==> src/rtl/canny_pkg.sv <==
// Shared types and constants for the Canny Sobel gradient stage.
package canny_pkg;

  typedef enum logic [1:0] {
    DIR_0   = 2'd0,
    DIR_45  = 2'd1,
    DIR_90  = 2'd2,
    DIR_135 = 2'd3
  } dir_e;

  // tan(22.5 deg) approximated as TAN_NUM/TAN_DEN
  localparam int TAN_NUM = 2;
  localparam int TAN_DEN = 5;

  // |Gx|+|Gy| peaks at 8*(2^dw-1)
  function automatic int mag_width(input int dw);
    return dw + 3;
  endfunction

endpackage

==> src/rtl/canny_dir_quant.sv <==
// Combinational gradient direction quantiser: |Gx|, |Gy| and signs to a 2-bit code.
module canny_dir_quant
  import canny_pkg::*;
#(
  parameter int W = 11
) (
  input  logic [W-1:0] ax,
  input  logic [W-1:0] ay,
  input  logic         sx,
  input  logic         sy,
  output dir_e         dir
);

  localparam int PW = W + 3;

  logic [PW-1:0] ax_num, ax_den, ay_num, ay_den;

  assign ax_num = PW'(ax) * PW'(TAN_NUM);
  assign ax_den = PW'(ax) * PW'(TAN_DEN);
  assign ay_num = PW'(ay) * PW'(TAN_NUM);
  assign ay_den = PW'(ay) * PW'(TAN_DEN);

  always_comb begin
    dir = DIR_0;
    if (ax == '0 && ay == '0)  dir = DIR_0;
    else if (ay_den < ax_num)  dir = DIR_0;
    else if (ay_num > ax_den)  dir = DIR_90;
    // sign bits: zero is treated as positive
    else                       dir = (sx == sy) ? DIR_45 : DIR_135;
  end

endmodule

==> src/rtl/canny_sobel_grad.sv <==
// Sobel gradient stage: 3x3 window, Gx/Gy, L1 magnitude, quantised direction.
// Direction quantiser is built only with CANNY_SOBEL_DIR_EN; otherwise out_dir is 0.
module canny_sobel_grad
  import canny_pkg::*;
#(
  parameter int DATA_WIDTH = 8,
  parameter int IMG_WIDTH  = 640,
  parameter int IMG_HEIGHT = 480,
  parameter int MAG_WIDTH  = mag_width(DATA_WIDTH)
) (
  input  logic                  clock,
  input  logic                  rst,
  input  logic                  clken,
  input  logic [DATA_WIDTH-1:0] taps0x,
  input  logic [DATA_WIDTH-1:0] taps1x,
  input  logic [DATA_WIDTH-1:0] taps2x,
  output logic                  out_valid,
  output logic [MAG_WIDTH-1:0]  out_mag,
  output logic [1:0]            out_dir,
  output logic                  out_border
);

  localparam int SW = DATA_WIDTH + 2;
  localparam int GW = DATA_WIDTH + 3;
  localparam int CW = (IMG_WIDTH  > 2) ? $clog2(IMG_WIDTH)  : 2;
  localparam int RW = (IMG_HEIGHT > 2) ? $clog2(IMG_HEIGHT) : 2;

  // [0]=tap_vld, [1]=window, [2]=sums, [3]=outputs
  logic [3:0] vld_pipe;
  logic       tap_vld;

  logic [2:0][2:0][DATA_WIDTH-1:0] win;  // win[row][col], row 0 = top, col 0 = oldest
  logic [CW-1:0] col;
  logic [RW-1:0] row;
  logic          brd1, brd2;

  logic [SW-1:0]        sum_l, sum_r, sum_t, sum_b;
  logic signed [GW-1:0] gx_q, gy_q;
  logic [GW-1:0]        ax, ay;
  logic [MAG_WIDTH-1:0] mag;
  dir_e                 dir_c;

  assign tap_vld   = vld_pipe[0];
  assign out_valid = vld_pipe[3];

  always_ff @(posedge clock) begin
    if (rst) vld_pipe <= '0;
    else     vld_pipe <= {vld_pipe[2:0], clken};
  end

  // Stage 1: window shift and position counters
  always_ff @(posedge clock) begin
    if (rst) begin
      win  <= '0;
      col  <= '0;
      row  <= '0;
      brd1 <= 1'b0;
    end else if (tap_vld) begin
      for (int r = 0; r < 3; r++) begin
        win[r][0] <= win[r][1];
        win[r][1] <= win[r][2];
      end
      win[0][2] <= taps2x;
      win[1][2] <= taps1x;
      win[2][2] <= taps0x;
      brd1 <= (col < CW'(2)) || (row < RW'(2));
      if (col == CW'(IMG_WIDTH - 1)) begin
        col <= '0;
        row <= (row == RW'(IMG_HEIGHT - 1)) ? '0 : row + RW'(1);
      end else begin
        col <= col + CW'(1);
      end
    end
  end

  // Stage 2: weighted column/row sums
  always_comb begin
    sum_l = SW'(win[0][0]) + SW'({win[1][0], 1'b0}) + SW'(win[2][0]);
    sum_r = SW'(win[0][2]) + SW'({win[1][2], 1'b0}) + SW'(win[2][2]);
    sum_t = SW'(win[0][0]) + SW'({win[0][1], 1'b0}) + SW'(win[0][2]);
    sum_b = SW'(win[2][0]) + SW'({win[2][1], 1'b0}) + SW'(win[2][2]);
  end

  always_ff @(posedge clock) begin
    if (rst) begin
      gx_q <= '0;
      gy_q <= '0;
      brd2 <= 1'b0;
    end else if (vld_pipe[1]) begin
      gx_q <= $signed({1'b0, sum_r}) - $signed({1'b0, sum_l});
      gy_q <= $signed({1'b0, sum_b}) - $signed({1'b0, sum_t});
      brd2 <= brd1;
    end
  end

  // Stage 3: abs, magnitude, direction, border mask
  assign ax  = gx_q[GW-1] ? unsigned'(-gx_q) : unsigned'(gx_q);
  assign ay  = gy_q[GW-1] ? unsigned'(-gy_q) : unsigned'(gy_q);
  assign mag = MAG_WIDTH'(ax) + MAG_WIDTH'(ay);

`ifdef CANNY_SOBEL_DIR_EN
  canny_dir_quant #(.W(GW)) u_dir_quant (
    .ax  (ax),
    .ay  (ay),
    .sx  (gx_q[GW-1]),
    .sy  (gy_q[GW-1]),
    .dir (dir_c)
  );
`else
  assign dir_c = DIR_0;
`endif

  always_ff @(posedge clock) begin
    if (rst) begin
      out_mag    <= '0;
      out_dir    <= DIR_0;
      out_border <= 1'b0;
    end else if (vld_pipe[2]) begin
      out_mag    <= brd2 ? '0 : mag;
      out_dir    <= brd2 ? DIR_0 : dir_c;
      out_border <= brd2;
    end
  end

endmodule
==> config.mk <==
export PLATFORM = sky130hd
export DESIGN_NAME = canny_sobel_grad
export DESIGN_NICKNAME = d
export VERILOG_FILES = /design/src/rtl/canny_pkg.sv /design/src/rtl/canny_dir_quant.sv /design/src/rtl/canny_sobel_grad.sv
export SDC_FILE = /design/constraint.sdc
export NUM_CORES = 1
export LEC_CHECK = 0
export BUFFER_PORTS_ARGS = -buffer_cell sky130_fd_sc_hd__clkbuf_2
export CAP_MARGIN = 10
export CORE_MARGIN = 2
export CORE_UTILIZATION = 62
export DETAILED_ROUTE_END_ITERATION = 10
export PLACE_DENSITY = 0.81
export SETUP_SLACK_MARGIN = 0.05
export SYNTH_ARGS = -nofsm -noshare
export SYNTH_HDL_FRONTEND = slang
export SYNTH_HIERARCHICAL = 1
export SYNTH_SLANG_ARGS = --single-unit
==> constraint.sdc <==
create_clock -name clock -period 5.3 [get_ports clock]
set_input_delay 0.265 -clock clock [delete_from_list [all_inputs] [get_ports clock]]
set_output_delay 0.265 -clock clock [all_outputs]
set_load 0.05 [all_outputs]
==> impl_metrics.csv <==
group,metric,value,unit
floorplan,die_x,118,microns
routing,num_vias,5866,
flow_run,drv_cap,0,
global_routing,grt_pass1_vias,5658,
critical_path,crit_family,"adder cells",
critical_path,cp_max_fo,4,
clocking,clk_path_buf_depth,2,
timing,slew_headroom,25.5,%
timing,report.final.hold_viol_count,0,
clocking,root_buffer,"clkbuf_16",
clocking,htreeDepth,4,
logic_synthesis,yosys_warnings,6,
logic_synthesis,ys.flop_type,"dfxtp_1",
clocking,cts_hold_buf,0,
clocking,cts_resized,0,
finish,area_growth,10.4,%
critical_path,crit_slowest_cell,"or4b_2",
pwr,p_leak,3.81,nW
critical_path,worstReg2RegEnd,"gy_q[9]$_SDFFE_PP0P_",
global_routing,grt_pass1_wl,26000,microns
routing,routed_wl,14800,microns
placed_design,place_hpwl,10800,microns
timing,min_period,4.08,ns
critical_path,critPathCaptureType,"flop",
logic_synthesis,synth_edf_count,0,
hold_path,whs_path_depth,2,
global_routing,grt-ovfl-total,0,
logic_synthesis,ys_seq_elements,131,
critical_path,reg2reg_depth,12,
pwr,peakVddDrop,0.229,mV
critical_path,start_kind,"flop",
hold_path,hp-class,"input port to flop",
clocking,clkTransAtPathRegs,0.06,ns
critical_path,path_buf_inv,3,
placed_design,dp.cells,1074,
routing,vias_per_cell,5.30,
hold_path,hold_start,"clken",
floorplan,start_util,63.8,%
pwr,p_per_area,311,nW/um^2
finish,fin_nets,1049,
critical_path,setup.worst_path.class,"flop to flop",
timing,finalCritPeriodShare,77.1,%
finish,final-seq-area,2630,sq um
timing,rsz0062_at_grt,"false",
logic_synthesis,synth_area,8120,sq um
logic_synthesis,avgSynthCellArea,9.06,sq um
logic_synthesis,synthDistinctLibCells,60,
critical_path,cp_common_cell,"fa_1",
floorplan,dieArea,14000,sq um
critical_path,rr_startpoint,"win[18]$_SDFFE_PP0P_",
global_routing,globalRouteTotalUtil,22.6,%
timing,slew_violations,0,
placed_design,port_buffers,39,
finish,n_antenna_cell,0,
routing,drc,0,
clocking,cts_tree,"built",
timing,finalSetupViolCount,0,
critical_path,required,5.61,ns
routing,drt-initial-drc-count,345,
critical_path,regToRegSetupSlack,1.22,ns
timing,tightestPinTransition,1.12,ns
logic_synthesis,syn_inst,896,
finish,num-fill-cells,1030,
floorplan,die_h,118,microns
hold_path,min_to,"vld_pipe[0]$_SDFF_PP0_",
placed_design,gp_congestion,0.882,
routing,wl_per_cell,13.3,microns
clocking,clock-sinks,131,
clocking,post_cts_buffers,0,
clocking,clkLatencyLatePin,0.42,ns
timing,whs,0.0511,ns
outcome,status,"complete, no violations",
routing,first_pass_iters,5,
floorplan,ios,42,
timing,skew,0.00757,ns
finish,drive_above_1_share,8.99,%
floorplan,rows,41,
finish,multi_input_area,4830,sq um
timing,fmax,245,MHz
logic_synthesis,ys_seq_area_share,32.3,%
critical_path,crit_chain,"inv_1, fa_1, inv_1, fa_1, fa_1, inv_1, fa_1, a21o_1, a22o_1, or4b_2, a211o_1, o311ai_0",
global_routing,antenna_found_initial,0,
logic_synthesis,synth_async_sr_flop_share,0,%
global_routing,grt_max_degree,69,
critical_path,crit_path_max_incr_delay,0.63,ns
floorplan,coreArea,12700,sq um
critical_path,cp.arrival,4.40,ns
finish,final_cells,1106,
clocking,numCtsBuffers,17,
timing,fin_tns_setup,0,ns
routing,antenna_left,0,
-- worst max path at each step --
stage	startpoint	endpoint	slack, ns	depth (start not counted)
after detailed placement	win[18]$_SDFFE_PP0P_	gy_q[9]$_SDFFE_PP0P_	1.21	12
final	win[18]$_SDFFE_PP0P_	gy_q[9]$_SDFFE_PP0P_	1.22	12
after global placement	win[18]$_SDFFE_PP0P_	gy_q[9]$_SDFFE_PP0P_	1.27	12
after floorplan	win[18]$_SDFFE_PP0P_	gy_q[9]$_SDFFE_PP0P_	1.35	12
after CTS	win[18]$_SDFFE_PP0P_	gy_q[9]$_SDFFE_PP0P_	1.20	12
after global routing	win[18]$_SDFFE_PP0P_	gy_q[9]$_SDFFE_PP0P_	1.01	12
-- metrics by stage --
step           setup slack [ns]  utilization, %  power (mW)  cell area, sq um
4_1_cts                    1.20            70.4        2.80              8960
3_5_place_dp               1.21            66.1        1.71              8410
5_1_grt                    1.01            70.4        2.94              8960
3_3_place_gp               1.27            66.1        1.70              8410
2_1_floorplan              1.35               -        1.57              8120
6_report                   1.22            70.4        2.78              8960
-- area by class of cell --
class / instances / share of cell area (%)
clock buffer: 18 / 4.90
multi-input combinational: 592 / 54.0
timing repair buffer: 41 / 2.37
inverter: 138 / 5.78
sequential: 131 / 29.3
tap: 172 / 2.40
clock inverter: 14 / 1.27
-- metal layers --
metal	vias up	routed length, microns	global-route usage [%]
met5	-	0	0
met2	84	7140	36.5
met1	2789	6950	30.5
met3	12	523	5.41
li1	2981	-	-
met4	0	136	6.62
-- cell families (layout without fill, tap and decap cells) --
| group | after synthesis | count (layout) | synth area share [%] |
|---|---|---|---|
| compound gates | 102 | 102 | 8.19 |
| xor+xnor | 41 | 41 | 4.42 |
| fa+ha+maj | 101 | 101 | 21.4 |
| buf+inv | 174 | 211 | 8.17 |
| flops | 131 | 131 | 32.3 |
| mux | 84 | 84 | 10.4 |
| other cells | 1 | 2 | 0.0462 |
| simple gates | 262 | 262 | 15.1 |
-- flip-flops by register name, indices dropped and copies added, names as in the netlist --
signal and flops:
win 72, gx_q 11, gy_q 11, out_mag 11
col 10, row 9, vld_pipe 4, brd1 1
brd2 1, out_border 1
-- placed cells by master, fill, tap and decap left out, types with 26 or more instances in the layout --
cell,count
mux2i_1,83
dfxtp_1,130
inv_1,137
ha_1,38
a21oi_1,29
nand2_1,51
clkbuf_2,38
nor2_1,126
fa_1,63
xnor2_1,26
-- cell usage after synthesis, types with 5 or more instances --
master	count	share of area, %
a211oi_1	8	0.74
mux2i_1	83	10
a21o_1	7	0.65
xor2_1	15	1.6
xnor2_1	26	2.8
nor3_1	14	0.86
nand2_1	51	2.4
o21ai_0	24	1.5
fa_1	63	16
nor2_1	126	5.8
ha_1	38	5.9
and3_1	5	0.39
clkbuf_1	19	0.88
nor4_1	5	0.39
o41ai_1	6	0.65
inv_1	137	6.3
buf_1	13	0.60
dfxtp_1	131	32
nor2b_1	8	0.62
nand3_1	12	0.74
nand4_1	10	0.77
a21oi_1	29	1.8
-- power breakdown --
part,switching [mW],internal [mW],leakage [nW]
Clock,0.434,0.651,0.271
Sequential,0.0456,1.02,1.06
Combinational,0.365,0.267,2.48
(Power assumes the default switching activity.)
